File: src/rtl/display_pkg.sv
// Shared encodings for the display page scheduler: FSM states, right-field
// page codes, warning codes and the page rotation helper.
package display_pkg;

    typedef logic [1:0] page_t;
    typedef logic [1:0] warn_t;

    typedef struct packed {
        logic fuel;
        logic temp;
    } warn_flags_t;

    localparam logic [1:0] ST_NORMAL = 2'd0;
    localparam logic [1:0] ST_CYCLE  = 2'd1;
    localparam logic [1:0] ST_WARN   = 2'd2;
    localparam logic [1:0] ST_ACKED  = 2'd3;

    localparam page_t PAGE_SPEED = 2'd0;
    localparam page_t PAGE_TEMP  = 2'd1;
    localparam page_t PAGE_FUEL  = 2'd2;
    localparam page_t PAGE_RPM   = 2'd3;

    localparam warn_t WARN_NONE = 2'd0;
    localparam warn_t WARN_FUEL = 2'd1;
    localparam warn_t WARN_TEMP = 2'd2;

    // Auto-cycle order skips the speed page: temp -> fuel -> rpm -> temp.
    function automatic page_t next_page(input page_t p);
        return (p == PAGE_RPM) ? PAGE_TEMP : page_t'(p + 2'd1);
    endfunction

endpackage

File: src/rtl/display_page_scheduler_if.sv
// Sensor/button inputs and display-control outputs of the page scheduler.
interface display_page_scheduler_if;

    logic                tick_1ms;
    logic                obd_mode_sw;
    logic                page_btn;
    logic [7:0]          fuel;
    logic [7:0]          temp;

    logic                tick_scan;
    display_pkg::page_t  page_sel;
    logic                blank_en;
    display_pkg::warn_t  warn_code;

    modport master (
        output tick_1ms, obd_mode_sw, page_btn, fuel, temp,
        input  tick_scan, page_sel, blank_en, warn_code
    );

    modport slave (
        input  tick_1ms, obd_mode_sw, page_btn, fuel, temp,
        output tick_scan, page_sel, blank_en, warn_code
    );

endinterface

File: src/rtl/scan_tick_gen.sv
// Free-running divider: one-cycle tick every SCAN_DIV clocks, first tick on
// the SCAN_DIV-th clock after reset release.
module scan_tick_gen #(
    parameter int SCAN_DIV = 10000
) (
    input  logic clk,
    input  logic rst,
    output logic tick
);

    localparam logic [15:0] DIV_LAST = 16'(SCAN_DIV - 1);

    logic [15:0] cnt_q, cnt_d;
    logic        tick_q, tick_d;

    // Wrap the counter at the terminal count and strobe on that same cycle.
    always_comb begin
        cnt_d  = cnt_q + 16'd1;
        tick_d = 1'b0;
        if (cnt_q == DIV_LAST) begin
            cnt_d  = '0;
            tick_d = 1'b1;
        end
    end

    // Divider state, cleared asynchronously.
    always_ff @(posedge clk or posedge rst) begin
        if (rst) begin
            cnt_q  <= '0;
            tick_q <= 1'b0;
        end else begin
            cnt_q  <= cnt_d;
            tick_q <= tick_d;
        end
    end

    assign tick = tick_q;

endmodule

File: src/rtl/display_page_scheduler.sv
// Dashboard page scheduler: picks the right-field page, blinks the display on
// fuel/temperature warnings and generates the digit-scan strobe.
//
//   state  | meaning
//   NORMAL | speed page, no warning
//   CYCLE  | OBD auto-cycle through temp/fuel/rpm pages
//   WARN   | warning active, forced page, display blinking
//   ACKED  | warning acknowledged, code held, normal paging resumed
module display_page_scheduler
    import display_pkg::*;
#(
    parameter int SCAN_DIV     = 10000,
    parameter int PAGE_HOLD_MS = 2000,
    parameter int BLINK_MS     = 250,
    parameter int FUEL_LOW     = 10,
    parameter int TEMP_HIGH    = 110,
    parameter int HYST         = 5
) (
    input  logic                    clk,
    input  logic                    rst,
    display_page_scheduler_if.slave bus
);

    localparam logic [15:0] HOLD_LAST  = 16'(PAGE_HOLD_MS - 1);
    localparam logic [15:0] BLINK_LAST = 16'(BLINK_MS - 1);
    localparam logic [8:0]  FUEL_SET   = 9'(FUEL_LOW);
    localparam logic [8:0]  FUEL_CLR   = 9'(FUEL_LOW + HYST);
    localparam logic [8:0]  TEMP_SET   = 9'(TEMP_HIGH);
    localparam logic [8:0]  TEMP_CLR   = 9'(TEMP_HIGH - HYST);

    logic [1:0]  state_q, state_d;
    page_t       page_q, page_d, page_adv;
    page_t       page_sel_q, page_sel_d;
    warn_t       warn_code_q, warn_code_d, live_code;
    logic [15:0] hold_cnt_q, hold_cnt_d, hold_adv;
    logic [15:0] blink_cnt_q, blink_cnt_d, blink_adv;
    logic        blank_q, blank_d, blank_adv;
    logic        btn_q, btn_d;
    logic        btn_rise, any_flag, new_flag;
    warn_flags_t flags_q, flags_d;
    warn_flags_t ack_q, ack_d;
    logic [8:0]  fuel_9, temp_9;
    logic        tick_scan;

    scan_tick_gen #(
        .SCAN_DIV(SCAN_DIV)
    ) u_scan (
        .clk (clk),
        .rst (rst),
        .tick(tick_scan)
    );

    // Warning flags with hysteresis; 9-bit compares keep FUEL_LOW+HYST from wrapping.
    always_comb begin
        fuel_9       = {1'b0, bus.fuel};
        temp_9       = {1'b0, bus.temp};
        flags_d      = flags_q;
        flags_d.fuel = flags_q.fuel ? (fuel_9 < FUEL_CLR) : (fuel_9 < FUEL_SET);
        flags_d.temp = flags_q.temp ? (temp_9 >= TEMP_CLR) : (temp_9 >= TEMP_SET);
        btn_d        = bus.page_btn;
    end

    // Per-cycle events plus the page and blink updates that apply if the state holds.
    always_comb begin
        btn_rise  = bus.page_btn & ~btn_q;
        any_flag  = flags_q.fuel | flags_q.temp;
        new_flag  = (flags_q.fuel & ~ack_q.fuel) | (flags_q.temp & ~ack_q.temp);
        live_code = flags_q.temp ? WARN_TEMP : WARN_FUEL;

        page_adv = page_q;
        hold_adv = hold_cnt_q;
        if (btn_rise) begin
            page_adv = next_page(page_q);
            hold_adv = '0;
        end else if (bus.tick_1ms) begin
            if (hold_cnt_q == HOLD_LAST) begin
                page_adv = next_page(page_q);
                hold_adv = '0;
            end else begin
                hold_adv = hold_cnt_q + 16'd1;
            end
        end

        blank_adv = blank_q;
        blink_adv = blink_cnt_q;
        if (bus.tick_1ms) begin
            if (blink_cnt_q == BLINK_LAST) begin
                blank_adv = ~blank_q;
                blink_adv = '0;
            end else begin
                blink_adv = blink_cnt_q + 16'd1;
            end
        end
    end

    // State transitions; a raised flag beats the button and page timer.
    always_comb begin
        state_d = state_q;
        case (state_q)
            ST_NORMAL: begin
                if (any_flag)             state_d = ST_WARN;
                else if (bus.obd_mode_sw) state_d = ST_CYCLE;
            end
            ST_CYCLE: begin
                if (any_flag)              state_d = ST_WARN;
                else if (!bus.obd_mode_sw) state_d = ST_NORMAL;
            end
            ST_WARN: begin
                if (!any_flag)     state_d = bus.obd_mode_sw ? ST_CYCLE : ST_NORMAL;
                else if (btn_rise) state_d = ST_ACKED;
            end
            ST_ACKED: begin
                if (!any_flag)     state_d = bus.obd_mode_sw ? ST_CYCLE : ST_NORMAL;
                else if (new_flag) state_d = ST_WARN;
            end
            default: state_d = ST_NORMAL;
        endcase
    end

    // Page/blink bookkeeping and the next registered output values.
    always_comb begin
        page_d      = page_q;
        hold_cnt_d  = hold_cnt_q;
        blink_cnt_d = blink_cnt_q;
        blank_d     = blank_q;
        ack_d       = ack_q;

        if (state_d != state_q) begin
            // Every state change restarts paging at temp and clears both timers.
            page_d      = PAGE_TEMP;
            hold_cnt_d  = '0;
            blink_cnt_d = '0;
            blank_d     = 1'b0;
            if (state_d == ST_ACKED) ack_d = flags_q;
        end else begin
            case (state_q)
                ST_CYCLE: begin
                    page_d     = page_adv;
                    hold_cnt_d = hold_adv;
                end
                ST_WARN: begin
                    blank_d     = blank_adv;
                    blink_cnt_d = blink_adv;
                end
                ST_ACKED: begin
                    if (bus.obd_mode_sw) begin
                        page_d     = page_adv;
                        hold_cnt_d = hold_adv;
                    end else begin
                        page_d     = PAGE_TEMP;
                        hold_cnt_d = '0;
                    end
                end
                default: ;
            endcase
        end

        page_sel_d  = PAGE_SPEED;
        warn_code_d = WARN_NONE;
        case (state_d)
            ST_CYCLE: page_sel_d = page_d;
            ST_WARN: begin
                page_sel_d  = flags_q.temp ? PAGE_TEMP : PAGE_FUEL;
                warn_code_d = live_code;
            end
            ST_ACKED: begin
                page_sel_d  = bus.obd_mode_sw ? page_d : PAGE_SPEED;
                warn_code_d = (state_q == ST_ACKED) ? warn_code_q : live_code;
            end
            default: ;
        endcase
    end

    // All scheduler state and registered outputs, cleared asynchronously.
    always_ff @(posedge clk or posedge rst) begin
        if (rst) begin
            state_q     <= ST_NORMAL;
            page_q      <= PAGE_SPEED;
            page_sel_q  <= PAGE_SPEED;
            warn_code_q <= WARN_NONE;
            hold_cnt_q  <= '0;
            blink_cnt_q <= '0;
            blank_q     <= 1'b0;
            btn_q       <= 1'b0;
            flags_q     <= '0;
            ack_q       <= '0;
        end else begin
            state_q     <= state_d;
            page_q      <= page_d;
            page_sel_q  <= page_sel_d;
            warn_code_q <= warn_code_d;
            hold_cnt_q  <= hold_cnt_d;
            blink_cnt_q <= blink_cnt_d;
            blank_q     <= blank_d;
            btn_q       <= btn_d;
            flags_q     <= flags_d;
            ack_q       <= ack_d;
        end
    end

    assign bus.tick_scan = tick_scan;
    assign bus.page_sel  = page_sel_q;
    assign bus.blank_en  = blank_q;
    assign bus.warn_code = warn_code_q;

endmodule

File: src/flat_wrapper.sv
// flat-port wrapper written by rule: the top's interface ports become plain ports
module display_page_scheduler_flat import display_pkg::*;
#(
    parameter int SCAN_DIV     = 10000,
    parameter int PAGE_HOLD_MS = 2000,
    parameter int BLINK_MS     = 250,
    parameter int FUEL_LOW     = 10,
    parameter int TEMP_HIGH    = 110,
    parameter int HYST         = 5
)
  (clk, rst, bus_tick_1ms, bus_obd_mode_sw, bus_page_btn, bus_fuel, bus_temp, bus_tick_scan, bus_page_sel, bus_blank_en, bus_warn_code);
  display_page_scheduler_if bus_i ();
  input  logic clk;
  input  logic rst;
  input wire logic [$bits(bus_i.tick_1ms)-1:0] bus_tick_1ms;
  input wire logic [$bits(bus_i.obd_mode_sw)-1:0] bus_obd_mode_sw;
  input wire logic [$bits(bus_i.page_btn)-1:0] bus_page_btn;
  input wire logic [$bits(bus_i.fuel)-1:0] bus_fuel;
  input wire logic [$bits(bus_i.temp)-1:0] bus_temp;
  output wire logic [$bits(bus_i.tick_scan)-1:0] bus_tick_scan;
  output wire logic [$bits(bus_i.page_sel)-1:0] bus_page_sel;
  output wire logic [$bits(bus_i.blank_en)-1:0] bus_blank_en;
  output wire logic [$bits(bus_i.warn_code)-1:0] bus_warn_code;
  assign bus_i.tick_1ms = bus_tick_1ms;
  assign bus_i.obd_mode_sw = bus_obd_mode_sw;
  assign bus_i.page_btn = bus_page_btn;
  assign bus_i.fuel = bus_fuel;
  assign bus_i.temp = bus_temp;
  assign bus_tick_scan = bus_i.tick_scan;
  assign bus_page_sel = bus_i.page_sel;
  assign bus_blank_en = bus_i.blank_en;
  assign bus_warn_code = bus_i.warn_code;
  display_page_scheduler #(.SCAN_DIV(SCAN_DIV), .PAGE_HOLD_MS(PAGE_HOLD_MS), .BLINK_MS(BLINK_MS), .FUEL_LOW(FUEL_LOW), .TEMP_HIGH(TEMP_HIGH), .HYST(HYST)) u_core (.clk(clk), .rst(rst), .bus(bus_i));
endmodule
File: config.mk
export PLATFORM = sky130hd
export DESIGN_NAME = display_page_scheduler_flat
export DESIGN_NICKNAME = d
export VERILOG_FILES = /design/src/rtl/display_pkg.sv /design/src/rtl/display_page_scheduler_if.sv /design/src/rtl/scan_tick_gen.sv /design/src/rtl/display_page_scheduler.sv /design/src/flat_wrapper.sv
export SDC_FILE = /design/constraint.sdc
export NUM_CORES = 1
export LEC_CHECK = 0
export ABC_CLOCK_PERIOD_IN_PS = 2600
export CAP_MARGIN = 15
export CORE_MARGIN = 5
export CORE_UTILIZATION = 49
export DETAILED_ROUTE_END_ITERATION = 8
export PLACE_DENSITY = 0.67
export SLEW_MARGIN = 20
export SYNTH_ARGS = -nofsm -noshare
export SYNTH_HDL_FRONTEND = slang
export SYNTH_SLANG_ARGS = --single-unit
export TNS_END_PERCENT = 5
File: constraint.sdc
create_clock -name clk -period 2.6 [get_ports clk]
set_input_delay 0.52 -clock clk [delete_from_list [all_inputs] [get_ports clk]]
set_output_delay 0.52 -clock clk [all_outputs]
set_load 0.02 [all_outputs]
==> results of run 1 <==
[area by class of cell]
class	count	area [sq um]
repair buffers	35	352.8
clock buffers	13	148.9
inverters	10	37.54
well taps	80	100.1
fillers	604	2820
flip-flops and latches	63	1577
multi-input cells	269	1690
clock inverters	1	30.03
[stage by stage]
stage	std cells	total power, W	worst slack [ns]
global placement	457	0.001296	0.1827
detailed placement	457	0.001300	0.1170
global route	471	0.002191	0.3438
floorplan	354	0.001202	0.5103
finish	471	0.002086	0.4748
CTS	471	0.002114	0.4515
[power breakdown]
part,internal [W],leakage (nW),total [W],switching (W)
Clock,0.000460,0.0896,0.000807,0.000347
Sequential,0.00100,0.838,0.00103,0.0000283
Combinational,0.000107,0.706,0.000248,0.000142
[worst paths after layout]
kind                                   startpoint                       to  slack [ns]  cells after the start
worst max-delay path              bus_obd_mode_sw    u_core.blink_cnt_q[1]        0.47                      5
worst min-delay path              u_core.ack_q[1]          u_core.ack_q[1]        0.48                      1
worst max register to register  u_core.flags_q[0]    u_core.blink_cnt_q[1]        0.52                      6
worst min register to register    u_core.ack_q[1]          u_core.ack_q[1]        0.48                      1
max in group asynchronous                     rst  u_core.bus.warn_code[1]        1.77                      3
min in group asynchronous                     rst  u_core.u_scan.cnt_q[12]        0.57                      3
[cells in the final DEF, fill, tap and decap left out, drive strengths merged, types with 3 or more instances in the layout]
cell type	count
nor3	15
or4	3
xor2	10
inv	10
nand4	8
a41oi	4
xnor2	14
a21oi	15
nand3b	3
mux2i	3
nand2	32
buf	9
nor2	35
nor2b	5
nor4	8
clkbuf	13
a31oi	19
nand2b	6
nor4b	3
clkdlybuf4s50	26
and3	12
nand3	19
a21bo	3
dfrtp	63
ha	5
and4	7
o21ai	15
[kinds of logic (layout without fill, tap and decap cells)]
logic type                 Yosys count  count (layout)  share of synthesized area [%]
AOI/OAI and AO/OA                   72              72                          14.39
and+or+nand+nor                    165             165                          26.64
xor gates and xnor gates            24              24                          6.215
adders and majority gates            5               5                          1.850
muxes                                3               3                         0.8879
buffers and inverters               22              59                          3.403
DFF                                 63              63                          46.61
[worst reg2reg max path: stages, from the launching register on]
cell                      delay [ns]
sky130_fd_sc_hd__dfrtp_1        0.55
sky130_fd_sc_hd__nor2_1         0.15
sky130_fd_sc_hd__inv_2          0.12
sky130_fd_sc_hd__nor2_1         0.07
sky130_fd_sc_hd__a32o_1         0.24
sky130_fd_sc_hd__nor2_1         0.63
sky130_fd_sc_hd__nor2_1         0.15
[metal layers]
layer	routed length [um]	up-vias	share of wire, %
li1	-	1358	-
met1	3319	1274	49
met2	3100	48	46
met3	272	9	4.0
met4	81	0	1.2
met5	0	-	0
==> impl_results.html, run 1 <==
<table>
<tr><th>Metric</th><th>Value</th></tr>
<tr><th colspan="2">Outcome</th></tr>
<tr><td>Status</td><td>finished clean</td></tr>
<tr><th colspan="2">Yosys</th></tr>
<tr><td>Post-synth ARST share</td><td>100.0%</td></tr>
<tr><td>Leading cell types by total area after synthesis</td><td>sky130_fd_sc_hd__dfrtp_1 (47%), sky130_fd_sc_hd__nor2_1 (3.8%), sky130_fd_sc_hd__xnor2_1 (3.6%)</td></tr>
<tr><td>Proportion of synthesized chip area in sequential cells</td><td>a little under half</td></tr>
<tr><td>Synthesized net count</td><td>380</td></tr>
<tr><td>Post-synthesis area per instance</td><td>9.554 sq um</td></tr>
<tr><td>Yosys top cell area share</td><td>46.61%</td></tr>
<tr><td>Synth area leader</td><td>sky130_fd_sc_hd__dfrtp_1</td></tr>
<tr><td>Synth top cells by count</td><td>sky130_fd_sc_hd__dfrtp_1 (63), sky130_fd_sc_hd__nor2_1 (34), sky130_fd_sc_hd__nand2_1 (31), sky130_fd_sc_hd__a31oi_1 (19), sky130_fd_sc_hd__nand3_1 (19)</td></tr>
<tr><td>Synth Warn #</td><td>0</td></tr>
<tr><td>Post-synth EDFFs</td><td>0</td></tr>
<tr><td>Post-synthesis instance area</td><td>0.003382 sq mm</td></tr>
<tr><td>Total of flip-flops plus latches after synthesis</td><td>63</td></tr>
<tr><td>Unique cell type count in the Yosys netlist</td><td>56</td></tr>
<tr><td>Commonest register cell after synthesis</td><td>sky130_fd_sc_hd__dfrtp_1</td></tr>
<tr><td>Most frequently used cell type in the post-synthesis netlist</td><td>sky130_fd_sc_hd__dfrtp_1</td></tr>
<tr><td>Count of mapped cells out of synthesis</td><td>354</td></tr>
<tr><th colspan="2">Critical path</th></tr>
<tr><td>Crit path buffers/inverters</td><td>1</td></tr>
<tr><td>CP max stage delay</td><td>0.63 ns</td></tr>
<tr><td>Setup crit end kind</td><td>flop</td></tr>
<tr><td>Maximum fanout count along the critical path</td><td>11</td></tr>
<tr><td>Required time of the worst setup path</td><td>2.78 ns</td></tr>
<tr><td>Family of cells with the greatest summed delay on the critical path</td><td>simple AND/OR/NAND/NOR gates</td></tr>
<tr><td>Sort of element at the start of the critical path</td><td>input pin</td></tr>
<tr><td>Category of the critical setup timing path</td><td>input pin to flop</td></tr>
<tr><td>Library cell appearing most often on the critical path</td><td>sky130_fd_sc_hd__nor2_1</td></tr>
<tr><td>CP max stage cell</td><td>sky130_fd_sc_hd__nor2_1</td></tr>
<tr><td>Cell Chain, Critical Path</td><td>clkdlybuf4s50_1 -&gt; nor4b_1 -&gt; o2111a_2 -&gt; nor2_1 -&gt; nor2_1</td></tr>
<tr><td>Data arrival, critical path</td><td>2.30 ns</td></tr>
<tr><th colspan="2">Clock network</th></tr>
<tr><td>Cell at the root of the clock tree</td><td>sky130_fd_sc_hd__clkbuf_8</td></tr>
<tr><td>Clock network latency to the later pin of the worst-skew pair</td><td>0.33 ns</td></tr>
<tr><td>Count of buffers added by post-CTS timing repair for setup</td><td>0</td></tr>
<tr><td>Sink count of the clock tree</td><td>between 60 and 70</td></tr>
<tr><td>Clock input transition at the sequential cells of the worst setup and hold paths</td><td>0.06 ns</td></tr>
<tr><td>H-tree depth reported by CTS</td><td>3</td></tr>
<tr><td>TritonCTS clock tree</td><td>yes</td></tr>
<tr><td>Hold-fix buffers, CTS</td><td>0</td></tr>
<tr><td>Resized Gates After CTS</td><td>0</td></tr>
<tr><td>Max Buffers Root-to-Sink</td><td>2</td></tr>
<tr><td>CTS Buf Count</td><td>9</td></tr>
<tr><th colspan="2">Timing</th></tr>
<tr><td>Hold Fails Final Rpt</td><td>0</td></tr>
<tr><td>Hold WS</td><td>between 0.4 and 0.5 ns</td></tr>
<tr><td>Final number of max-transition violations</td><td>0</td></tr>
<tr><td>Setup repair after global routing missed its margin</td><td>false</td></tr>
<tr><td>Post-route minimum period</td><td>approximately 2.1 ns</td></tr>
<tr><td>Tightest slew margin relative to the limit</td><td>45.98%</td></tr>
<tr><td>Period Utilization, post-route</td><td>81.74%</td></tr>
<tr><td>Final TNS setup</td><td>0 ns</td></tr>
<tr><td>Final-report setup violation count</td><td>0</td></tr>
<tr><td>Clock skew</td><td>0.005799 ns</td></tr>
<tr><td>Maximum achievable frequency</td><td>~470 MHz</td></tr>
<tr><td>Pin slew with the least headroom to its limit</td><td>between 0.8 and 0.9 ns</td></tr>
<tr><th colspan="2">Die</th></tr>
<tr><td># rows</td><td>30</td></tr>
<tr><td>IO Count</td><td>27</td></tr>
<tr><td>Core Box Area</td><td>slightly below 0.007 sq mm</td></tr>
<tr><td>Chip Width</td><td>roughly 93 um</td></tr>
<tr><td>Die Y</td><td>93.08 um</td></tr>
<tr><td>Initial Util</td><td>50.06%</td></tr>
<tr><td>Die area</td><td>0.008664 sq mm</td></tr>
<tr><th colspan="2">Cells and area</th></tr>
<tr><td>Final standard cell area without fillers</td><td>0.003936 sq mm</td></tr>
<tr><td>Final cell utilization of the core</td><td>58.26%</td></tr>
<tr><td>Total Nets Final</td><td>414</td></tr>
<tr><td>Share of final-layout standard cells stronger than drive strength 1</td><td>10.23%</td></tr>
<tr><td>Antenna diode count</td><td>0</td></tr>
<tr><td>Largest registers in the final layout</td><td>u_core.blink_cnt_q x16, u_core.hold_cnt_q x16, u_core.u_scan.cnt_q x16</td></tr>
<tr><td>Area growth from synthesis to layout</td><td>16.39%</td></tr>
<tr><th colspan="2">Placement</th></tr>
<tr><td>Post-placement cell area</td><td>0.003757 sq mm</td></tr>
<tr><td>IO Port Bufs</td><td>26</td></tr>
<tr><td>HPWL after detailed placement</td><td>4.694 mm</td></tr>
<tr><td>Final Wtd Congestion</td><td>0.8892</td></tr>
<tr><th colspan="2">Global route</th></tr>
<tr><td>Vias in the first global route</td><td>2606</td></tr>
<tr><td>Global-route track usage on met1</td><td>between 20% and 30%</td></tr>
<tr><td>Antenna violations before repair</td><td>0</td></tr>
<tr><td>Most used routing layer in global routing</td><td>met2</td></tr>
<tr><td>Global-route wire length before repair</td><td>12.04 mm</td></tr>
<tr><td>Met3 capacity usage during global routing</td><td>under 10%</td></tr>
<tr><td>Largest net degree at the start of global routing</td><td>64</td></tr>
<tr><td>Aggregate global routing overflow</td><td>0</td></tr>
<tr><td>M2 GR Usage</td><td>between 20 and 30%</td></tr>
<tr><td>Global-route total usage across every layer</td><td>17.31%</td></tr>
<tr><th colspan="2">Detailed routing</th></tr>
<tr><td>Router iterations before antenna repair</td><td>5</td></tr>
<tr><td>Total number of vias</td><td>roughly 2700</td></tr>
<tr><td>Avg Vias per Cell</td><td>5.709</td></tr>
<tr><td>Post-DR wirelength/cell</td><td>approximately 14 um</td></tr>
<tr><td>Total wirelength of the detailed-routed design</td><td>6.775 mm</td></tr>
<tr><td>Initial detailed-routing violation count</td><td>91</td></tr>
<tr><td>Detailed-route DRC error count</td><td>0</td></tr>
<tr><td>Number of routed nets with antenna violations</td><td>0</td></tr>
<tr><th colspan="2">Power</th></tr>
<tr><td>PwrDens</td><td>~530 mW/mm^2</td></tr>
<tr><td>Max VDD drop</td><td>0.3522 mV</td></tr>
<tr><td>Reported leakage power</td><td>roughly 1.6 nW</td></tr>
<tr><th colspan="2">Min path</th></tr>
<tr><td>Class of the tightest hold or removal check</td><td>flop to flop</td></tr>
<tr><th colspan="2">Flow run</th></tr>
<tr><td>Max-cap violations</td><td>0</td></tr>
</table>
Note: power is estimated with default switching activity, not from simulation.
==> run 2, diff against run 1 <==
- ABC_CLOCK_PERIOD_IN_PS: 2600 -> 1850
- PLACE_DENSITY: 0.67 -> 0.7
- clock period: 2.6 -> 1.85 ns (I/O delays scaled with it)
==> run 2 against run 1 <==
Routed wire length is 20% higher. Setup slack lost 0.53 ns. Core utilization grew 7.5 points. Critical path type is now flop to flop. The run now ends with setup timing left. First-iteration DRC count is 71% higher. Combinational power rose by 96%. Largest power group unchanged. Final cell count is 10% higher. Global-route usage up 1.9 points. Flip-flop and latch count unchanged. Clock skew rose by 0.0047 ns.
==> impl_results.html, run 2 (synthesis results as in run 1) <==
<table>
<tr><th>Metric</th><th>Value</th></tr>
<tr><th colspan="2">Outcome</th></tr>
<tr><td>Status</td><td>finished with violations</td></tr>
<tr><td>Violations in the final reports</td><td>setup timing</td></tr>
<tr><th colspan="2">Timing</th></tr>
<tr><td>Period Utilization, post-route</td><td>103.2%</td></tr>
<tr><td>Final number of max-transition violations</td><td>0 (unchanged)</td></tr>
<tr><td>Clock skew</td><td>0.01048 ns (+0.004682 ns)</td></tr>
<tr><td>Hold Fails Final Rpt</td><td>0 (unchanged)</td></tr>
<tr><td>Final-report setup violation count</td><td>7 (+7)</td></tr>
<tr><td>Final TNS setup</td><td>-0.1269 ns (-0.1269 ns)</td></tr>
<tr><td>Setup repair after global routing missed its margin</td><td>true</td></tr>
<tr><td>Tightest slew margin relative to the limit</td><td>66.23% (+20 points)</td></tr>
<tr><td>Maximum achievable frequency</td><td>523.6 MHz</td></tr>
<tr><td>Pin slew with the least headroom to its limit</td><td>0.5060 ns (-0.3014 ns)</td></tr>
<tr><td>Worst-case setup margin in the final layout</td><td>-0.05989 ns (-0.5347 ns)</td></tr>
<tr><td>Post-route minimum period</td><td>1.910 ns</td></tr>
<tr><th colspan="2">Cells and area</th></tr>
<tr><td>Most frequent standard cell in the layout excluding fill and tap cells</td><td>sky130_fd_sc_hd__dfrtp_1</td></tr>
<tr><td>Share of final-layout standard cells stronger than drive strength 1</td><td>23.97% (+14 points)</td></tr>
<tr><td>Area growth from synthesis to layout</td><td>31.37%</td></tr>
<tr><td>Fill cells</td><td>539 (-11%)</td></tr>
<tr><td>Total Nets Final</td><td>459 (+11%)</td></tr>
<tr><td>Largest registers in the final layout</td><td>u_core.blink_cnt_q x16, u_core.hold_cnt_q x16, u_core.u_scan.cnt_q x16</td></tr>
<tr><td>Final standard cell area without fillers</td><td>0.004443 sq mm (+13%)</td></tr>
<tr><td>Commonest cells after routing, fill and taps aside</td><td>sky130_fd_sc_hd__dfrtp_1 (61), sky130_fd_sc_hd__buf_4 (49), sky130_fd_sc_hd__nor2_1 (32)</td></tr>
<tr><td>Antenna diode count</td><td>0 (unchanged)</td></tr>
<tr><th colspan="2">Global route</th></tr>
<tr><td>Largest net degree at the start of global routing</td><td>64 (unchanged)</td></tr>
<tr><td>Global-route total usage across every layer</td><td>19.19% (+1.9 points)</td></tr>
<tr><td>Global-route wire length before repair</td><td>13.33 mm (+11%)</td></tr>
<tr><td>Aggregate global routing overflow</td><td>0 (unchanged)</td></tr>
<tr><td>Vias in the first global route</td><td>2920 (+12%)</td></tr>
<tr><td>Antenna violations before repair</td><td>0 (unchanged)</td></tr>
<tr><th colspan="2">Flow run</th></tr>
<tr><td>Max-cap violations</td><td>0 (unchanged)</td></tr>
<tr><th colspan="2">Detailed routing</th></tr>
<tr><td>Total wirelength of the detailed-routed design</td><td>8.102 mm (+20%)</td></tr>
<tr><td>Router iterations before antenna repair</td><td>5 (unchanged)</td></tr>
<tr><td>Post-DR wirelength/cell</td><td>15.64 um (+8.7%)</td></tr>
<tr><td>Detailed-route DRC error count</td><td>0 (unchanged)</td></tr>
<tr><td>Avg Vias per Cell</td><td>5.871 (+2.8%)</td></tr>
<tr><td>Total number of vias</td><td>3041 (+13%)</td></tr>
<tr><td>Number of routed nets with antenna violations</td><td>0 (unchanged)</td></tr>
<tr><td>Initial detailed-routing violation count</td><td>156 (+71%)</td></tr>
<tr><th colspan="2">Critical path</th></tr>
<tr><td>CP max stage cell</td><td>sky130_fd_sc_hd__dfrtp_1</td></tr>
<tr><td>Sort of element at the start of the critical path</td><td>flop</td></tr>
<tr><td>Category of the critical setup timing path</td><td>flop to flop</td></tr>
<tr><td>Worst reg2reg path startpoint</td><td>u_core.hold_cnt_q[1]</td></tr>
<tr><td>Maximum fanout count along the critical path</td><td>7 (-4)</td></tr>
<tr><td>Library cell appearing most often on the critical path</td><td>sky130_fd_sc_hd__and4_4</td></tr>
<tr><td>Critical path launch point</td><td>u_core.hold_cnt_q[1]</td></tr>
<tr><td>Setup crit end kind</td><td>flop</td></tr>
<tr><td>CP max stage delay</td><td>0.41 ns (-0.22 ns)</td></tr>
<tr><td>Data arrival, critical path</td><td>2.18 ns (-0.12 ns)</td></tr>
<tr><td>Required time of the worst setup path</td><td>2.12 ns (-0.66 ns)</td></tr>
<tr><td>Cell Chain, Critical Path</td><td>ha_2 -&gt; and4_4 -&gt; and4_4 -&gt; nor3_4 -&gt; clkbuf_16 -&gt; o21ai_0 -&gt; a31oi_1</td></tr>
<tr><th colspan="2">Die</th></tr>
<tr><td>Chip Width</td><td>93.08 um (unchanged)</td></tr>
<tr><td>Initial Util</td><td>50.06% (unchanged)</td></tr>
<tr><td>IO Count</td><td>27 (unchanged)</td></tr>
<tr><td>Die area</td><td>0.008664 sq mm (unchanged)</td></tr>
<tr><td>Die Y</td><td>93.08 um (unchanged)</td></tr>
<tr><td># rows</td><td>30 (unchanged)</td></tr>
<tr><td>Core Box Area</td><td>0.006756 sq mm (unchanged)</td></tr>
<tr><th colspan="2">Power</th></tr>
<tr><td>Max VDD drop</td><td>0.6743 mV (+91%)</td></tr>
<tr><td>PwrDens</td><td>740.9 mW/mm^2 (+40%)</td></tr>
<tr><td>Reported leakage power</td><td>1.898 nW (+16%)</td></tr>
<tr><th colspan="2">Placement</th></tr>
<tr><td>Post-placement cell area</td><td>0.004069 sq mm (+8.3%)</td></tr>
<tr><td>HPWL after detailed placement</td><td>5.432 mm (+16%)</td></tr>
<tr><td>IO Port Bufs</td><td>26 (unchanged)</td></tr>
<tr><td>Pre-CTS worst setup slack</td><td>-0.3952 ns (-0.5122 ns)</td></tr>
<tr><td>Final Wtd Congestion</td><td>0.8641 (-2.8%)</td></tr>
<tr><th colspan="2">Clock network</th></tr>
<tr><td>H-tree depth reported by CTS</td><td>3 (unchanged)</td></tr>
<tr><td>Sink count of the clock tree</td><td>63 (unchanged)</td></tr>
<tr><td>Clock network latency to the later pin of the worst-skew pair</td><td>0.35 ns (+0.02 ns)</td></tr>
<tr><td>Clock input transition at the sequential cells of the worst setup and hold paths</td><td>0.08 ns (+0.02 ns)</td></tr>
<tr><td>Max Buffers Root-to-Sink</td><td>2 (unchanged)</td></tr>
<tr><td>CTS Buf Count</td><td>9 (unchanged)</td></tr>
<tr><td>Cell at the root of the clock tree</td><td>sky130_fd_sc_hd__clkbuf_8</td></tr>
<tr><td>Hold-fix buffers, CTS</td><td>0 (unchanged)</td></tr>
<tr><td>TritonCTS clock tree</td><td>yes</td></tr>
<tr><th colspan="2">Min path</th></tr>
<tr><td>Class of the tightest hold or removal check</td><td>input pin to async pin</td></tr>
</table>
run 2: cell types whose count changed in the layout (fill, tap and decap cells not counted), sizes merged:
| cell | change |
|---|---|
| clkinvlp | +1 |
| bufinv | +1 |
| inv | +1 |
| buf | +43 |
| clkinv | +3 |
| clkbuf | -2 |
run 2: stage by stage:
step	cells	hold WS (ns)	total power, W	utilization, %
2_1_floorplan	354	0.4014	0.001690	-
6_report	518	0.4518	0.003292	65.76
3_3_place_gp	498	0.4634	0.001892	60.22
3_5_place_dp	498	0.4727	0.001905	60.22
5_1_grt	518	0.4733	0.003435	65.76
4_1_cts	514	0.4657	0.003283	63.85
run 2: power by group:
group / internal (W) / switching [W]
sequential: 0.00141 / 0.0000237
combinational: 0.000227 / 0.000257
clock: 0.000774 / 0.000601
total: 0.00241 / 0.000882
run 2: worst max-delay path: cells and delay by family, from the launching register on:
family                   cells  cell delay [ns]
AND/OR/NAND/NOR              3             0.72
buffers and inverters        1             0.22
flip-flops                   1             0.41
AO/OA/AOI/OAI                2             0.28
adder cells (fa/ha/maj)      1             0.20
run 2: layout make-up:
class,count,area [sq um],area share [%]
multi-input combinational,269,1765,39.74
clock inverter,7,103.9,2.337
inverter,10,41.29,0.9293
sequential,63,1579,35.54
tap,80,100.1,2.253
timing repair buffer,80,729.5,16.42
clock buffer,9,123.9,2.788
run 2: repair_timing:
| item | 4_1_cts | 5_1_grt |
|---|---|---|
| hold endpoints to repair | 0 | 0 |
| setup endpoints to repair | 15 | 32 |
| pin swaps | 0 | 10 |
| gates cloned | 0 | 2 |
| buffers inserted | 0 | 2 |
| resized for setup | 4 | 22 |
run 2: worst paths after layout:
path	cells past startpoint	slack [ns]	to
worst max-delay path	7	-0.06	u_core.hold_cnt_q[5]
worst min-delay path	3	0.45	u_core.u_scan.cnt_q[6]
worst max register to register	7	-0.06	u_core.hold_cnt_q[5]
worst min register to register	1	0.48	u_core.u_scan.cnt_q[15]
max in group asynchronous	3	1.10	u_core.flags_q[0]
min in group clk	1	0.48	u_core.u_scan.cnt_q[15]
run 2: per-layer routing:
layer | vias to the layer above | routed length [um] | part of all wire, % | GRT usage [%]
li1 | 1459 | - | - | -
met1 | 1467 | 3437 | 42 | 23.86
met2 | 97 | 4038 | 50 | 31.91
met3 | 18 | 467 | 5.8 | 5.068
met4 | 0 | 158 | 2.0 | 7.448
met5 | - | 0 | 0 | 0
==> run 3, diff against run 2 <==
- CTS_BUF_LIST: unset -> sky130_fd_sc_hd__clkbuf_4
==> run 3 against run 2 <==
The flow still finishes with violations (setup timing). Highest routed layer unchanged. Register-to-register slack improved by 0.03 ns. First-iteration DRC count increased by 26%. Critical path depth unchanged. Non-clock buffer count unchanged. Sequential power about the same. Clock power decreased by 17%. Combinational power about the same. Routed wire length decreased by 3.3%. Critical endpoint unchanged. Maximum frequency increased by 1.8%. Setup slack improved by 0.033 ns.
==> impl_results.html, run 3 (synthesis results as in run 1) <==
<table>
<tr><th>Metric</th><th>Value</th></tr>
<tr><th colspan="2">Global route</th></tr>
<tr><td>Global-route total usage across every layer</td><td>18.62% (-0.58 points)</td></tr>
<tr><td>Aggregate global routing overflow</td><td>0 (unchanged)</td></tr>
<tr><td>Global-route wire length before repair</td><td>12.99 mm (-2.6%)</td></tr>
<tr><td>Vias in the first global route</td><td>2867 (-1.8%)</td></tr>
<tr><td>Antenna violations before repair</td><td>0 (unchanged)</td></tr>
<tr><td>Largest net degree at the start of global routing</td><td>64 (unchanged)</td></tr>
<tr><th colspan="2">Flow run</th></tr>
<tr><td>Max-cap violations</td><td>0 (unchanged)</td></tr>
<tr><th colspan="2">Timing</th></tr>
<tr><td>Post-route minimum period</td><td>1.877 ns (-0.03315 ns)</td></tr>
<tr><td>Final-report setup violation count</td><td>9 (+2)</td></tr>
<tr><td>Maximum achievable frequency</td><td>532.8 MHz (+1.8%)</td></tr>
<tr><td>Final TNS setup</td><td>-0.1402 ns (-0.01328 ns)</td></tr>
<tr><td>Tightest slew margin relative to the limit</td><td>65.82% (-0.42 points)</td></tr>
<tr><td>Period Utilization, post-route</td><td>101.4% (-1.8 points)</td></tr>
<tr><td>Hold Fails Final Rpt</td><td>0 (unchanged)</td></tr>
<tr><td>Pin slew with the least headroom to its limit</td><td>0.5122 ns (+0.006262 ns)</td></tr>
<tr><td>Worst-case setup margin in the final layout</td><td>-0.02674 ns (+0.03315 ns)</td></tr>
<tr><td>Hold WS</td><td>0.3629 ns (-0.08883 ns)</td></tr>
<tr><td>Final number of max-transition violations</td><td>0 (unchanged)</td></tr>
<tr><td>Setup repair after global routing missed its margin</td><td>true</td></tr>
<tr><td>Clock skew</td><td>0.01612 ns (+0.005638 ns)</td></tr>
<tr><th colspan="2">Critical path</th></tr>
<tr><td>Required time of the worst setup path</td><td>2.21 ns (+0.09 ns)</td></tr>
<tr><td>Maximum fanout count along the critical path</td><td>15 (+8)</td></tr>
<tr><td>Data arrival, critical path</td><td>2.24 ns (+0.06 ns)</td></tr>
<tr><td>CP max stage cell</td><td>sky130_fd_sc_hd__dfrtp_1</td></tr>
<tr><td>CP max stage delay</td><td>0.42 ns (about the same)</td></tr>
<tr><td>Crit path buffers/inverters</td><td>1 (unchanged)</td></tr>
<tr><td>Sort of element at the start of the critical path</td><td>flop</td></tr>
<tr><td>Family of cells with the greatest summed delay on the critical path</td><td>simple AND/OR/NAND/NOR gates</td></tr>
<tr><td>Cell Chain, Critical Path</td><td>ha_2 -&gt; and4_4 -&gt; and4_4 -&gt; nor3_4 -&gt; clkbuf_16 -&gt; a31oi_1 -&gt; a31oi_1</td></tr>
<tr><td>Category of the critical setup timing path</td><td>flop to flop</td></tr>
<tr><td>Setup crit end kind</td><td>flop</td></tr>
<tr><th colspan="2">Die</th></tr>
<tr><td>Initial Util</td><td>50.06% (unchanged)</td></tr>
<tr><td>Die Y</td><td>93.08 um (unchanged)</td></tr>
<tr><td>Core Box Area</td><td>0.006756 sq mm (unchanged)</td></tr>
<tr><td># rows</td><td>30 (unchanged)</td></tr>
<tr><td>Die area</td><td>0.008664 sq mm (unchanged)</td></tr>
<tr><td>IO Count</td><td>27 (unchanged)</td></tr>
<tr><td>Chip Width</td><td>93.08 um (unchanged)</td></tr>
<tr><th colspan="2">Clock network</th></tr>
<tr><td>Clock input transition at the sequential cells of the worst setup and hold paths</td><td>0.13 ns (+0.05 ns)</td></tr>
<tr><td>CTS Buf Count</td><td>9 (unchanged)</td></tr>
<tr><td>Cell at the root of the clock tree</td><td>sky130_fd_sc_hd__clkbuf_4</td></tr>
<tr><td>Max Buffers Root-to-Sink</td><td>2 (unchanged)</td></tr>
<tr><td>Hold-fix buffers, CTS</td><td>0 (unchanged)</td></tr>
<tr><td>TritonCTS clock tree</td><td>yes</td></tr>
<tr><td>H-tree depth reported by CTS</td><td>3 (unchanged)</td></tr>
<tr><td>Sink count of the clock tree</td><td>63 (unchanged)</td></tr>
<tr><td>Clock network latency to the later pin of the worst-skew pair</td><td>0.43 ns (+0.08 ns)</td></tr>
<tr><th colspan="2">Cells and area</th></tr>
<tr><td>Antenna diode count</td><td>0 (unchanged)</td></tr>
<tr><td>Total Nets Final</td><td>459 (unchanged)</td></tr>
<tr><td>Share of final-layout standard cells stronger than drive strength 1</td><td>24.43% (+0.46 points)</td></tr>
<tr><td>Area growth from synthesis to layout</td><td>30.34%</td></tr>
<tr><td>Final standard cell area without fillers</td><td>0.004408 sq mm (-0.79%)</td></tr>
<tr><td>Largest registers in the final layout</td><td>u_core.blink_cnt_q x16, u_core.hold_cnt_q x16, u_core.u_scan.cnt_q x16</td></tr>
<tr><td>Commonest cells after routing, fill and taps aside</td><td>sky130_fd_sc_hd__dfrtp_1 (62), sky130_fd_sc_hd__buf_4 (49), sky130_fd_sc_hd__nor2_1 (32)</td></tr>
<tr><td>Most frequent standard cell in the layout excluding fill and tap cells</td><td>sky130_fd_sc_hd__dfrtp_1</td></tr>
<tr><th colspan="2">Power</th></tr>
<tr><td>Final total power</td><td>0.003058 W (-7.1%)</td></tr>
<tr><td>Max VDD drop</td><td>0.6155 mV (-8.7%)</td></tr>
<tr><td>Reported leakage power</td><td>1.889 nW (-0.45%)</td></tr>
<tr><td>PwrDens</td><td>693.8 mW/mm^2 (-6.4%)</td></tr>
<tr><th colspan="2">Placement</th></tr>
<tr><td>Post-placement cell area</td><td>0.004069 sq mm (unchanged)</td></tr>
<tr><td>HPWL after detailed placement</td><td>5.432 mm (unchanged)</td></tr>
<tr><td>IO Port Bufs</td><td>26 (unchanged)</td></tr>
<tr><td>Final Wtd Congestion</td><td>0.8641 (unchanged)</td></tr>
<tr><td>Pre-CTS worst setup slack</td><td>-0.3952 ns (unchanged)</td></tr>
<tr><th colspan="2">Detailed routing</th></tr>
<tr><td>Total wirelength of the detailed-routed design</td><td>7.835 mm (-3.3%)</td></tr>
<tr><td>Number of routed nets with antenna violations</td><td>0 (unchanged)</td></tr>
<tr><td>Detailed-route DRC error count</td><td>0 (unchanged)</td></tr>
<tr><td>Initial detailed-routing violation count</td><td>197 (+26%)</td></tr>
<tr><td>Router iterations before antenna repair</td><td>4 (-1)</td></tr>
<tr><td>Total number of vias</td><td>3006 (-1.2%)</td></tr>
<tr><td>Post-DR wirelength/cell</td><td>15.13 um (-3.3%)</td></tr>
<tr><td>Avg Vias per Cell</td><td>5.803 (-1.2%)</td></tr>
<tr><th colspan="2">Outcome</th></tr>
<tr><td>Status</td><td>finished with violations</td></tr>
<tr><td>Violations in the final reports</td><td>setup timing</td></tr>
<tr><th colspan="2">Min path</th></tr>
<tr><td>Class of the tightest hold or removal check</td><td>input pin to async pin</td></tr>
</table>
## run 3: changes by cell type in the layout (fill, tap and decap cells not counted)
cell and change:
sky130_fd_sc_hd__dfrtp_1 +1, sky130_fd_sc_hd__nor3_1 +1, sky130_fd_sc_hd__clkbuf_4 +9, sky130_fd_sc_hd__nor4_1 -2, sky130_fd_sc_hd__nand2_4 +1, sky130_fd_sc_hd__a41oi_1 -1, sky130_fd_sc_hd__nor3_2 -1, sky130_fd_sc_hd__nand2_1 -1
sky130_fd_sc_hd__dfrtp_2 -1, sky130_fd_sc_hd__a41oi_2 +1, sky130_fd_sc_hd__nor4_2 +2, sky130_fd_sc_hd__clkbuf_8 -9
## run 3: through the flow
stage	instances	util, %
final	518	65.24
after detailed placement	498	60.22
after global routing	518	65.24
after global placement	498	60.22
after floorplan	354	-
after CTS	514	62.96
## run 3: path summary, 6_finish.rpt
kind | start | endpoint | slack [ns] | depth (start not counted)
min in group clk | bus_fuel[3] | u_core.flags_q[1] | 0.48 | 2
max in group asynchronous | rst | u_core.flags_q[1] | 1.18 | 3
setup reg to reg | u_core.hold_cnt_q[1] | u_core.hold_cnt_q[5] | -0.03 | 7
hold reg to reg | u_core.u_scan.cnt_q[15] | u_core.u_scan.cnt_q[15] | 0.49 | 1
setup / recovery | u_core.hold_cnt_q[1] | u_core.hold_cnt_q[5] | -0.03 | 7
hold / removal | rst | u_core.u_scan.cnt_q[6] | 0.36 | 3
## run 3: worst min-delay path, stage by stage
cell and delay (ns):
sky130_fd_sc_hd__clkdlybuf4s50_1 0.44, sky130_fd_sc_hd__clkinvlp_4 0.10, sky130_fd_sc_hd__buf_12 0.30
## run 3: power by group
group | switching [W] | internal, W
registers | 0.0000238 | 0.00141
clock network | 0.000577 | 0.000564
logic | 0.000258 | 0.000228
total | 0.000859 | 0.00220
## run 3: layout make-up
type	count	area [sq um]
Fill cell	539	2349
Multi-Input combinational cell	269	1788
Sequential cell	63	1578
Timing Repair Buffer	80	729.5
Clock inverter	7	103.9
Tap cell	80	100.1
Clock buffer	9	67.56
Inverter	10	41.29
## run 3: per-layer routing
metal | vias to the layer above | GRT usage, % | share of wire [%]
li1 | 1457 | - | -
met1 | 1443 | 23.67 | 45
met2 | 95 | 30.83 | 49
met3 | 11 | 4.344 | 5.3
met4 | 0 | 7.082 | 1.3
met5 | - | 0 | 0
## run 3: what timing repair did
item	CTS	global route
cloned	0	2
setup endpoints to repair	15	31
gates resized for setup	3	26
pin swaps	0	13
setup buffers	0	2
==> RTL change 1: new RTL, flow settings as in run 3 <==
Reset style: synchronous (`rst`), changed in 2 clocked blocks. Comments in the files are not updated.
--- a/src/rtl/scan_tick_gen.sv
+++ b/src/rtl/scan_tick_gen.sv
@@ -24,7 +24,7 @@
     end
 
     // Divider state, cleared asynchronously.
-    always_ff @(posedge clk or posedge rst) begin
+    always_ff @(posedge clk) begin
         if (rst) begin
             cnt_q  <= '0;
             tick_q <= 1'b0;
--- a/src/rtl/display_page_scheduler.sv
+++ b/src/rtl/display_page_scheduler.sv
@@ -172,7 +172,7 @@
     end
 
     // All scheduler state and registered outputs, cleared asynchronously.
-    always_ff @(posedge clk or posedge rst) begin
+    always_ff @(posedge clk) begin
         if (rst) begin
             state_q     <= ST_NORMAL;
             page_q      <= PAGE_SPEED;
Formal check against the unedited RTL: differs if rst is asserted again (counterexample within 4 cycles, from zero or initial values and one cycle with rst high); with rst held inactive, the same outputs for 10 cycles.
==> RTL change 1 against run 3 <==
- the flow still finishes with violations (negative setup slack)
- sequential share of layout area is 4.6 points lower
- sequential cell count stayed put
- cell area is 7.9% lower
- final cell count is 4.4% lower
- setup slack better by 0.0056 ns
- critical path type unchanged
- global-route usage is 0.052 points lower
- total power is 9.4% lower
- area after synthesis is 12% lower
- largest power group unchanged
- via count is 13% lower
- combinational power is 36% lower
- routed wire length is 13% lower
==> RTL change 1: results (changes against run 3) <==
synth_fa_ha_area_frac: 0.0210  # +0.00254
grt_pass1_wl_um: 11200  # -14%
yosys_warnings: 0  # unchanged
cts.clk_slew.worst_paths_ns: 0.11  # -0.02 ns
grt_use_total: 0.186  # -0.000521
grt_pass1_vias: 2656  # -7.4%
slowest_delay_ns: 0.41
violations: "negative setup slack"
diodes: 0  # unchanged
nets: 441  # -3.9%
power_density_nw_per_um2: 682  # -1.7%
synthFlopType: "dfxtp_1"
gp_congestion: 0.818  # -5.3%
synth_commonest_cells: "63 x dfxtp_1, 56 x nor2_1, 26 x xor2_1"
synthMuxAreaShare: 0.00673  # -0.00215
drtPass1Iterations: 4  # unchanged
fin_util: 0.686  # +0.0336
dp_hpwl_um: 4560  # -16%
ir_drop_mv: 0.526  # -14%
clock_skew_ns: 0.00915  # -0.00696 ns
root_buffer: "clkbuf_4"
cts_buffers: 9  # unchanged
setup_viol: 12  # +3
total_leakage_power_nw: 1.45  # -23%
top_regs: "u_core.blink_cnt_q (16), u_core.hold_cnt_q (16), u_core.u_scan.cnt_q (16)"
wire_per_inst_um: 13.7  # -9.4%
initialDrtViolationCount: 87  # -56%
synth_xor_xnor_area_share: 0.130  # +0.0674
port_buffers: 26  # unchanged
antenna_found_initial: 0  # unchanged
slew_headroom: 0.716  # +0.0579
yosys-top-cells-area: "dfxtp_1 42%, xor2_1 7.7%, nor2_1 7.1%"
clock_path_buffers: 2  # unchanged
synth-async-reset-ratio: 0  # -1.00
synthesis.nets: 357  # -6.1%
critPathArrivalTime_ns: 2.24  # about the same
vias: 2608  # -13%
worst-path-max-fanout: 8  # -7
fin_ws_ns: -0.0211  # +0.00562 ns
ys_seq_area_frac: 0.424  # -0.0421
clock_latency_ns: 0.42
drive_above_1_share: 0.288  # +0.0438
outcome: "finished with violations"
fillCellCount: 489  # -9.3%
cp_slowest_cell: "or3b_4"
dpl_cell_area_um2: 3680  # -9.6%
grt_max_degree: 17  # -73%
cts_max_level: 3  # unchanged
synth_cell_type_count: 48  # -14%
synth_compound_area_frac: 0.0749  # -0.0690
hp-class: "in -> reg"
## RTL change 1: cell types whose count changed in the layout (fill, tap and decap cells not counted), moves of 9 or more
cell,delta
a31oi_1,-18
xor2_1,+16
dfrtp_1,-62
nor2_1,+9
nor2_4,+18
dfxtp_1,+60
## RTL change 1: power breakdown
group	internal, mW	leakage, nW	switching [mW]
Sequential	1.38	0.511	0.0151
Combinational	0.159	0.860	0.154
Clock	0.536	0.0770	0.530
Total	2.07	1.45	0.700
## RTL change 1: cell type report
cell class	count	area, µm²	area share
clock inverters	7	87.6	0.0216
multi-input cells	253	1800	0.444
repair buffers	81	718	0.177
clock buffers	9	67.6	0.0166
inverters	7	26.3	0.00647
flip-flops and latches	63	1260	0.311
well taps	75	93.8	0.0231
## RTL change 1: logic make-up after synthesis
kind of cell / Yosys count
flip-flops: 63
multiplexers: 2
XOR/XNOR: 44
AND/OR/NAND/NOR: 172
AO/OA/AOI/OAI: 30
buffers and inverters: 15
adder cells (fa/ha/maj): 5
## RTL change 1: per-layer routing
| metal | up-vias | share of wire | global-route usage |
|---|---|---|---|
| met2 | 57 | 0.50 | 0.318 |
| met5 | - | 0 | 0 |
| met4 | 0 | 0.025 | 0.116 |
| li1 | 1312 | - | - |
| met1 | 1222 | 0.42 | 0.208 |
| met3 | 17 | 0.047 | 0.0414 |
## RTL change 1: path summary, 6_finish.rpt
check	slack (ns)	start	cells after the start	end
max	-0.02	u_core.flags_q[1]	6	u_core.hold_cnt_q[8]
min	0.48	bus_fuel[4]	2	u_core.flags_q[1]
max reg2reg	-0.02	u_core.flags_q[1]	6	u_core.hold_cnt_q[8]
min reg2reg	0.49	u_core.u_scan.cnt_q[0]	1	u_core.u_scan.cnt_q[0]
## RTL change 1: through the flow
| step | cells | setup TNS (ns) | power (mW) | worst slack [ns] |
|---|---|---|---|---|
| 6_report | 495 | -0.169 | 2.77 | -0.0211 |
| 5_1_grt | 495 | -2.25 | 2.88 | -0.0933 |
| 3_3_place_gp | 475 | -15.39 | 1.67 | -0.492 |
| 3_5_place_dp | 475 | -16.72 | 1.67 | -0.545 |
| 4_1_cts | 493 | -1.06 | 2.74 | -0.0882 |
| 2_1_floorplan | 331 | -1.44 | 1.56 | -0.0596 |
## RTL change 1: repair_timing
item	4_1_cts	5_1_grt
buffers inserted	1	1
pin swaps	5	14
resized for setup	13	41
setup endpoints to repair	21	49
gates cloned	1	1
## RTL change 1: worst max-delay path: cells and delay by family, from the launching register on
kind	cells	cell delay, ns
buf+inv	1	0.19
flops	1	0.35
compound gates	2	0.50
simple gates	3	0.78
==> RTL change 2: new RTL, flow settings as in run 3 <==
Made on the original files. `BLINK_MS` is set to 250 in 2 places; all go to 125.
--- a/src/rtl/display_page_scheduler.sv
+++ b/src/rtl/display_page_scheduler.sv
@@ -11,7 +11,7 @@
 #(
     parameter int SCAN_DIV     = 10000,
     parameter int PAGE_HOLD_MS = 2000,
-    parameter int BLINK_MS     = 250,
+    parameter int BLINK_MS     = 125,
     parameter int FUEL_LOW     = 10,
     parameter int TEMP_HIGH    = 110,
     parameter int HYST         = 5
--- a/src/flat_wrapper.sv
+++ b/src/flat_wrapper.sv
@@ -3,7 +3,7 @@
 #(
     parameter int SCAN_DIV     = 10000,
     parameter int PAGE_HOLD_MS = 2000,
-    parameter int BLINK_MS     = 250,
+    parameter int BLINK_MS     = 125,
     parameter int FUEL_LOW     = 10,
     parameter int TEMP_HIGH    = 110,
     parameter int HYST         = 5
Formal check against the unedited RTL: same outputs for any inputs over 10 cycles, from zero or initial values and one cycle with rst high; that may be too few to reach the edited logic, so the function may still have changed.
==> RTL change 2 against run 3 <==
- the run still ends with negative setup slack left
- sequential cell count is the same
- area after synthesis shrank 1.2%
- total power grew 0.78%
- setup slack lost 0.42 ns
- die area shrank 1.1%
- routed wire length grew 7.3%
- sequential share of layout area shrank 2.5 points
- clock power shrank 7%
- cell area grew 7.4%
- non-clock buffer count grew 36
- via count grew 2.1%
- hold slack lost 0.13 ns
- clock skew grew 0.0017 ns
==> RTL change 2: results (changes against run 3) <==
fin_ws_ns: -0.451  # -0.424 ns
synth_cell_type_count: 55  # -1.8%
p_sw_mw: 0.832  # -3.1%
grt_use_total: 0.212  # +0.0259
root_buffer: "clkbuf_4"
pre_cts_slack_ns: -0.570  # -0.175 ns
outcome: "finished with violations"
wirelength_um: 8410  # +7.3%
grt_max_degree: 33  # -48%
worst-path-max-fanout: 10  # -5
ys_seq_area_frac: 0.472  # +0.00558
post-route-period-util: 1.24  # +0.229
setup_viol: 33  # +24
synthMuxAreaShare: 0.0154  # +0.00647
violations: "negative setup slack"
rrSetupSlack_ns: -0.45  # -0.42 ns
grt_pass1_vias: 3109  # +8.4%
cts_buffers: 9  # unchanged
yosys-top-cells-area: "dfrtp_1 47%, nor2_1 4.2%, xnor2_1 3.9%"
synth_compound_area_frac: 0.138  # -0.00614
ir_drop_mv: 0.438  # -29%
drive_above_1_share: 0.303  # +0.0585
fillCellCount: 493  # -8.5%
total_leakage_power_nw: 2.12  # +12%
slew_headroom: 0.729  # +0.0704
vias_per_cell: 5.59  # -3.7%
synthesis.nets: 379  # -0.26%
setup_tns_ns: -7.62  # -7.48 ns
rr_startpoint: "u_core.hold_cnt_q[12]"
synth_commonest_cells: "63 x dfrtp_1, 37 x nor2_1, 27 x nand2_1"
initialDrtViolationCount: 156  # -21%
synth_fa_ha_area_frac: 0.0187  # +0.000222
r2r_end: "u_core.hold_cnt_q[13]"
nets: 490  # +6.8%
clock_latency_ns: 0.41  # -0.02 ns
critPathArrivalTime_ns: 2.60  # +0.36 ns
clock_skew_ns: 0.0179  # +0.00175 ns
synth_xor_xnor_area_share: 0.0629  # +0.000745
diodes: 0  # unchanged
RTL change 2: changes by cell type in the layout (fill, tap and decap cells not counted), moves of 6 or more:
| cell | run 3 | this run |
|---|---|---|
| nor3_1 | 14 | 8 |
| o31ai_1 | 1 | 7 |
| buf_4 | 49 | 81 |
| a21oi_1 | 14 | 4 |
| and3_1 | 12 | 3 |
| nand4_1 | 8 | 18 |
| a31oi_1 | 19 | 2 |
| o21ai_1 | 6 | 14 |
RTL change 2: per-stage QoR:
stage,hold slack (ns),area [µm²],instances,power (mW)
2_1_floorplan,0.401,3360,353,1.70
5_1_grt,0.238,4730,549,3.22
4_1_cts,0.222,4700,549,3.09
3_3_place_gp,0.460,4310,528,1.95
6_report,0.231,4730,549,3.08
3_5_place_dp,0.468,4310,528,1.96
RTL change 2: routing by layer:
layer  vias up  wire length, µm  global-route usage
li1       1525                -                   -
met1      1471             3820               0.281
met2        65             4140               0.348
met3         8              366              0.0357
met4         0               83              0.0792
met5         -                0                   0
RTL change 2: critical path, cell delays in order, from the launching register on:
cell and delay [ns]:
dfrtp_1 0.39, or4_4 0.54, or4_4 0.60, nand3_4 0.12, bufbuf_16 0.28, nor2_1 0.04
o21ai_0 0.12, o21ai_0 0.10
RTL change 2: cells by family (layout without fill, tap and decap cells):
| logic type | Yosys count | after routing |
|---|---|---|
| AO/OA/AOI/OAI | 66 | 66 |
| XOR/XNOR | 24 | 24 |
| adder cells (fa/ha/maj) | 5 | 5 |
| buffers and inverters | 24 | 140 |
| flip-flops | 63 | 63 |
| multiplexers | 5 | 5 |
| AND/OR/NAND/NOR | 166 | 166 |
RTL change 2: timing repair:
item	CTS	global route
setup endpoints to repair	45	46
setup buffers	3	0
pin swaps	9	5
resized for setup	39	9
gates cloned	2	0
hold endpoints to repair	0	0
hold buffers	0	0
RTL change 2: power groups by stage:
stage               logic (mW)  registers [mW]  clock network, mW
floorplan                0.235            1.46                  0
CTS                      0.574            1.43               1.08
finish                   0.589            1.43               1.06
detailed placement       0.510            1.45                  0
global route             0.638            1.43               1.15
global placement         0.500            1.45                  0
RTL change 2: area by class of cell:
cell class	count	area (µm²)	share of cell area
clock buffers	9	67.6	0.0143
clock inverters	7	87.6	0.0185
inverters	8	30.0	0.00635
multi-input cells	266	1820	0.385
flip-flops and latches	63	1580	0.333
well taps	80	100	0.0212
repair buffers	116	1050	0.221
RTL change 2: how the worst max path moves through the flow:
stage / depth (start not counted) / to
after floorplan: 7 / u_core.bus.page_sel[0]
after global placement: 6 / u_core.bus.page_sel[0]
after detailed placement: 8 / u_core.blink_cnt_q[10]
after CTS: 7 / u_core.hold_cnt_q[13]
after global routing: 6 / u_core.bus.page_sel[0]
final: 7 / u_core.hold_cnt_q[13]
